**src/rtl/fetch_pkg.sv**
```systemverilog
// Shared types and constants for the instruction fetch stage.
package fetch_pkg;

    localparam int unsigned PC_W = 16;
    localparam logic [15:0] NOP_WORD = 16'h0000;
    localparam logic [15:0] HALT_WORD_DEFAULT = 16'hEFFF;

    typedef enum logic [0:0] {
        RUN,
        HALTED
    } fetch_state_e;

endpackage

```
**src/rtl/fetch_next_pc.sv**
```systemverilog
// Next-PC selection for the fetch stage: jump > branch > stall/halt hold > sequential.
module fetch_next_pc
    import fetch_pkg::*;
(
    input  logic [PC_W-1:0] pc_i,
    input  logic [PC_W-1:0] ifid_pc_plus2_i,
    input  logic            jump_valid_i,
    input  logic [PC_W-1:0] jump_target_i,
    input  logic            branch_taken_i,
    input  logic [7:0]      branch_offset_i,
    input  logic            stall_i,
    input  logic            hold_i,
    output logic [PC_W-1:0] next_pc_o,
    output logic            redirect_o
);

    logic [PC_W-1:0] branch_byte_off;
    logic [PC_W-1:0] branch_target;

    // Word offset -> byte offset: sign-extend then shift left by one.
    assign branch_byte_off = {{(PC_W-9){branch_offset_i[7]}}, branch_offset_i, 1'b0};
    assign branch_target   = ifid_pc_plus2_i + branch_byte_off;
    assign redirect_o      = jump_valid_i | branch_taken_i;

    always_comb begin
        next_pc_o = pc_i + 16'd2;
        if (jump_valid_i) begin
            next_pc_o = jump_target_i & ~16'h0001;
        end else if (branch_taken_i) begin
            next_pc_o = branch_target;
        end else if (stall_i || hold_i) begin
            next_pc_o = pc_i;
        end
    end

endmodule

```
**src/rtl/fetch_stage.sv**
```systemverilog
// Instruction fetch stage: PC, IF/ID register, redirect/flush, range check and halt.
// Optional perf counters (perf_fetched, perf_stall) when FETCH_PERF_CNT_EN is defined.
module fetch_stage
    import fetch_pkg::*;
#(
    parameter logic [15:0] RESET_PC  = 16'h0000,
    parameter int unsigned MEM_WORDS = 30,
    parameter logic [15:0] HALT_WORD = HALT_WORD_DEFAULT
) (
    input  logic        clk,
    input  logic        reset,
    output logic [15:0] imem_addr,
    input  logic [15:0] imem_data,
    input  logic        stall,
    input  logic        branch_taken,
    input  logic [7:0]  branch_offset,
    input  logic        jump_valid,
    input  logic [15:0] jump_target,
    output logic [15:0] pc,
    output logic [15:0] ifid_instr,
    output logic [15:0] ifid_pc_plus2,
    output logic        ifid_valid,
    output logic        halted
`ifdef FETCH_PERF_CNT_EN
    ,
    output logic [15:0] perf_fetched,
    output logic [15:0] perf_stall
`endif
);

    localparam int unsigned MemBytes = 2 * MEM_WORDS;

    fetch_state_e state_q, state_d;
    logic [15:0]  pc_q, pc_d;
    logic [15:0]  instr_q, instr_d;
    logic [15:0]  pp2_q, pp2_d;
    logic         valid_q, valid_d;

    logic         in_range;
    logic [15:0]  fetched_word;
    logic         is_halt;
    logic         redirect;
    logic [15:0]  next_pc;

    assign in_range     = 32'(pc_q) < MemBytes;
    assign fetched_word = in_range ? imem_data : NOP_WORD;
    assign is_halt      = (fetched_word == HALT_WORD);

    fetch_next_pc u_next_pc (
        .pc_i            (pc_q),
        .ifid_pc_plus2_i (pp2_q),
        .jump_valid_i    (jump_valid),
        .jump_target_i   (jump_target),
        .branch_taken_i  (branch_taken),
        .branch_offset_i (branch_offset),
        .stall_i         (stall),
        .hold_i          (is_halt),
        .next_pc_o       (next_pc),
        .redirect_o      (redirect)
    );

    always_comb begin
        state_d = state_q;
        pc_d    = pc_q;
        instr_d = instr_q;
        pp2_d   = pp2_q;
        valid_d = valid_q;
        unique case (state_q)
            RUN: begin
                if (redirect) begin
                    pc_d    = next_pc;
                    instr_d = NOP_WORD;
                    valid_d = 1'b0;
                end else if (!stall) begin
                    pc_d    = next_pc;
                    instr_d = fetched_word;
                    pp2_d   = pc_q + 16'd2;
                    valid_d = in_range;
                    if (is_halt) begin
                        state_d = HALTED;
                    end
                end
            end
            HALTED: begin
                instr_d = NOP_WORD;
                valid_d = 1'b0;
            end
            default: state_d = RUN;
        endcase
    end

    always_ff @(posedge clk or negedge reset) begin
        if (!reset) begin
            state_q <= RUN;
            pc_q    <= RESET_PC;
            instr_q <= NOP_WORD;
            pp2_q   <= 16'h0000;
            valid_q <= 1'b0;
        end else begin
            state_q <= state_d;
            pc_q    <= pc_d;
            instr_q <= instr_d;
            pp2_q   <= pp2_d;
            valid_q <= valid_d;
        end
    end

    assign imem_addr     = pc_q;
    assign pc            = pc_q;
    assign ifid_instr    = instr_q;
    assign ifid_pc_plus2 = pp2_q;
    assign ifid_valid    = valid_q;
    assign halted        = (state_q == HALTED);

`ifdef FETCH_PERF_CNT_EN
    logic [15:0] perf_fetched_q, perf_fetched_d;
    logic [15:0] perf_stall_q, perf_stall_d;
    logic        running;

    assign running = (state_q == RUN);

    always_comb begin
        perf_fetched_d = perf_fetched_q;
        perf_stall_d   = perf_stall_q;
        if (running && !redirect && !stall && in_range && perf_fetched_q != 16'hFFFF) begin
            perf_fetched_d = perf_fetched_q + 16'd1;
        end
        if (running && !redirect && stall && perf_stall_q != 16'hFFFF) begin
            perf_stall_d = perf_stall_q + 16'd1;
        end
    end

    always_ff @(posedge clk or negedge reset) begin
        if (!reset) begin
            perf_fetched_q <= 16'h0000;
            perf_stall_q   <= 16'h0000;
        end else begin
            perf_fetched_q <= perf_fetched_d;
            perf_stall_q   <= perf_stall_d;
        end
    end

    assign perf_fetched = perf_fetched_q;
    assign perf_stall   = perf_stall_q;
`endif

endmodule

```
**config.mk**
```make
export PLATFORM = sky130hd
export DESIGN_NAME = fetch_stage
export DESIGN_NICKNAME = d
export VERILOG_FILES = /design/src/rtl/fetch_pkg.sv /design/src/rtl/fetch_next_pc.sv /design/src/rtl/fetch_stage.sv
export SDC_FILE = /design/constraint.sdc
export NUM_CORES = 1
export LEC_CHECK = 0
export CORE_UTILIZATION = 35
export CTS_CLUSTER_DIAMETER = 80
export DETAILED_ROUTE_END_ITERATION = 10
export GPL_ROUTABILITY_DRIVEN = 0
export PLACE_DENSITY = 0.66
export SYNTH_ARGS = -nofsm -noshare
export SYNTH_HDL_FRONTEND = slang
export SYNTH_HIERARCHICAL = 1
export SYNTH_SLANG_ARGS = --single-unit
```
**constraint.sdc**
```tcl
create_clock -name clk -period 4.4 [get_ports clk]
set_input_delay 0.88 -clock clk [delete_from_list [all_inputs] [get_ports clk]]
set_output_delay 0.88 -clock clk [all_outputs]
set_load 0.05 [all_outputs]
```
==> results by group <==
CTS
  – Clock slew at the register clock pins of the worst setup and hold paths: ~100 ps
  – Clock tree root driver cell: sky130_fd_sc_hd__clkbuf_8
  – Buffer count from post-CTS setup fixing: 0
  – Clock buffer depth: 2
  – Post-cts repair resize count: 0
  – TritonCTS clock tree: yes
  – Number of clock sinks: 50
  – Insertion delay to the later sink of the worst-skew pair: about 310 ps
  – H-tree levels: 2
  – Cts bufs inserted: 5
  – Post-cts hold buffer count: 0

Timing
  – Clock Skews: a little under 10 ps
  – Post-route worst setup slack: about 980 ps
  – Accumulated negative setup slack: 0 ps
  – Setup repair after global routing missed its margin: false
  – F_max: 292 MHz
  – Number of endpoints with negative hold slack in the final report: 0
  – Final critical-path required period: 3420 ps
  – Final count of pins violating max slew: 0
  – Worst max-slew margin expressed relative to the limit: 56.9%
  – Tcrit/Tclk final: between 70% and 80%
  – Worst-margin pin slew: 646 ps
  – Final number of setup-violating endpoints: 0

Place
  – Quantity of I/O buffers inserted on ports: approximately 110
  – Dpl ws: 675 ps
  – Dpl hpwl: approximately 7000 microns

Finish
  – Number of nets in the layout: approximately 540
  – Filler instances: around 940
  – Sequential cell area: between 1000 and 1500 sq um
  – Ratio of cells with drive above 1 in the final layout: between 10% and 20%
  – Number of inserted diodes: 0
  – Post-synthesis to final-layout area growth: 33.7%
  – Multi-input logic area: 2040 sq um

Die
  – Horizontal die dimension: slightly above 100 microns
  – Die Height: 103 microns
  – Starting density of the core: between 30 and 40%
  – Row count: 36
  – IO Pins: 111
  – Total die area: approximately 11000 sq um
  – Core Region: approximately 9800 sq um

Synth
  – Commonest register cell after synthesis: sky130_fd_sc_hd__dfrtp_1
  – Sequential share of the synthesized area: a little over a third
  – Nets in the synthesized netlist: around 440
  – Area of the mapped netlist: 3540 sq um
  – Number of enable flip-flop cells after synthesis: 0
  – Warnings from Yosys: 6
  – Gate Count Post-Synth: between 300 and 400
  – Yosys cell types: between 50 and 60
  – Synth Register Bits: 50
  – Post-synth ARST share: 100%
  – Post-Syn Area per Cell: 9.28 sq um

GRT
  – Maximum number of pins on one net before global-route repair: between 50 and 60
  – Number of global-route vias before repair: between 3000 and 4000
  – Remaining global-route overflow: 0
  – Antenna violations before repair: 0
  – Global-route wire length before repair: around 16000 microns
  – Tot GR Track Use: roughly a fifth

Power and ir drop
  – Leakage power: about 1.9 nW
  – Power density relative to cell area: 451 nW/um^2
  – Worst vdd rail ir drop: ~0.00017 V

Critical path
  – Crit Path Class: in2reg
  – Element type at the critical path end: register
  – Required arrival time at the worst endpoint: 4600 ps
  – Launching element type of the critical path: input port
  – Largest fanout of any net on the critical path: 5
  – Arrival time at the worst endpoint: 3620 ps
  – Worst R2R Setup Slack: 1140 ps

Drt
  – Post-DR wirelength/cell: approximately 16 microns
  – Number of optimization iterations in the first detailed-route pass: 4
  – Iteration-0 DRC count of the detailed router: ~140
  – Post-detailed-route via-to-cell ratio: between 5 and 6
  – DRT Wirelength: between 9000 and 10000 microns
  – Detail Route Antenna Nets: 0
  – Routed vias: 3206
  – Drt drc: 0

Worst hold path
  – Type of the worst min-delay path: reg2reg

Run status
  – Outcome: finished clean

Run
  – Max-capacitance violation count: 0
## metrics by stage
step                      cell area (sq um)  total power [mW]  util (%)  std cells  hold slack, ps
after detailed placement               4630              1.83      47.3        600             483
after CTS                              4730              2.14      48.3        608             513
after floorplan                        3540              1.49         -        381             584
after global routing                   4730              2.26      48.3        608             534
final                                  4730              2.13      48.3        608             510
after global placement                 4630              1.81      47.3        600             464
## cells in the mapped netlist (2+ instances only)
master,count,area [sq um]
sky130_fd_sc_hd__dfrtp_1,50,1250
sky130_fd_sc_hd__nor2_1,38,143
sky130_fd_sc_hd__nand2_1,31,116
sky130_fd_sc_hd__a21oi_1,30,150
sky130_fd_sc_hd__mux2_2,21,236
sky130_fd_sc_hd__xnor2_1,19,166
sky130_fd_sc_hd__a22o_1,16,140
sky130_fd_sc_hd__buf_4,16,120
sky130_fd_sc_hd__ha_1,16,200
sky130_fd_sc_hd__xor2_1,15,131
sky130_fd_sc_hd__nand4_1,13,81.3
sky130_fd_sc_hd__inv_1,9,33.8
sky130_fd_sc_hd__nand3_1,9,45.0
sky130_fd_sc_hd__o21ai_0,9,45.0
sky130_fd_sc_hd__nor4_1,7,43.8
sky130_fd_sc_hd__o21ai_1,7,35.0
sky130_fd_sc_hd__clkbuf_1,6,22.5
sky130_fd_sc_hd__a211oi_1,5,37.5
sky130_fd_sc_hd__and3_1,5,31.3
sky130_fd_sc_hd__a21o_1,4,30.0
sky130_fd_sc_hd__nand2b_1,4,25.0
sky130_fd_sc_hd__nor3_1,4,20.0
sky130_fd_sc_hd__a21oi_2,3,26.3
sky130_fd_sc_hd__buf_2,3,15.0
sky130_fd_sc_hd__buf_6,3,33.8
sky130_fd_sc_hd__mux2i_1,3,30.0
sky130_fd_sc_hd__a31oi_1,2,12.5
sky130_fd_sc_hd__and4_1,2,17.5
sky130_fd_sc_hd__nor4_2,2,25.0
sky130_fd_sc_hd__o21bai_1,2,15.0
sky130_fd_sc_hd__o22ai_1,2,12.5
sky130_fd_sc_hd__or3_1,2,12.5
## sequential cells by signal, summed over array words and instances (netlist names)
name and cells:
halted 1, ifid_instr 16, ifid_pc_plus2 16, ifid_valid 1, imem_addr 16
## final timing paths
| kind | from | to | cells past startpoint |
|---|---|---|---|
| worst max-delay path | imem_data[12] | imem_addr[13]$_DFFE_PN0P_ | 12 |
| worst min register to register | ifid_valid$_DFFE_PN0P_ | ifid_valid$_DFFE_PN0P_ | 1 |
| max in group asynchronous | reset | ifid_pc_plus2[6]$_DFFE_PN0P_ | 2 |
| worst max register to register | imem_addr[3]$_DFFE_PN0P_ | imem_addr[13]$_DFFE_PN0P_ | 11 |
| worst min-delay path | ifid_valid$_DFFE_PN0P_ | ifid_valid$_DFFE_PN0P_ | 1 |
| min in group asynchronous | reset | ifid_instr[12]$_DFFE_PN0P_ | 2 |
## routing by layer
metal	routed length (microns)	global-route usage (%)	vias up	part of all wire (%)
met2	4590	31.6	114	47
met4	144	7.25	0	1.5
met1	4270	24.0	1527	44
met3	704	5.42	16	7.2
met5	0	0	-	0
li1	-	-	1549	-
## layout make-up
class	count	area share [%]
Sequential cell	50	26.5
Timing Repair Buffer	115	23.9
Inverter	10	0.794
Multi-Input combinational cell	292	43.2
Clock buffer	6	1.75
Tap cell	133	3.52
Clock inverter	2	0.344
## cell families (layout without fill, tap and decap cells)
| group | Yosys count | after routing | share of synthesized area, % |
|---|---|---|---|
| buf+inv | 39 | 133 | 7.04 |
| compound gates | 91 | 91 | 17.3 |
| fa+ha+maj | 17 | 17 | 6.23 |
| mux | 25 | 25 | 7.86 |
| simple gates | 125 | 125 | 17.8 |
| flops | 50 | 50 | 35.4 |
| xor+xnor | 34 | 34 | 8.42 |
## power by group
| group | switching (mW) | internal (mW) | leakage [nW] |
|---|---|---|---|
| registers | 0.145 | 0.526 | 0.620 |
| logic | 0.713 | 0.448 | 1.22 |
| clock network | 0.170 | 0.130 | 0.0478 |
## placed cells by master (no fill, tap or decap), drive strengths merged, types with 5 or more instances in the layout
master         netlist  routed
inv                  9      10
a211oi               6       6
and3                 5       5
clkdlybuf4s50        0     108
o21ai               17      17
mux2                22      22
xnor2               19      19
nand3               10      10
ha                  16      16
clkbuf               6       6
buf                 23       7
dfrtp               50      50
nand2               31      31
a21oi               33      33
nor2                39      39
a22o                16      16
xor2                15      15
nand4               13      13
nor4                 9       9
## critical path: stages
cell and delay, ps:
sky130_fd_sc_hd__clkdlybuf4s50_1 470, sky130_fd_sc_hd__nand4b_1 120, sky130_fd_sc_hd__nor4_1 70, sky130_fd_sc_hd__and3_1 230, sky130_fd_sc_hd__nor2_1 330, sky130_fd_sc_hd__nand4_1 270
sky130_fd_sc_hd__nor2_1 340, sky130_fd_sc_hd__nand3_1 130, sky130_fd_sc_hd__xor2_1 160, sky130_fd_sc_hd__o221ai_1 150, sky130_fd_sc_hd__a31o_1 210, sky130_fd_sc_hd__mux2_2 250
Note: power is estimated with default switching activity, not from simulation.
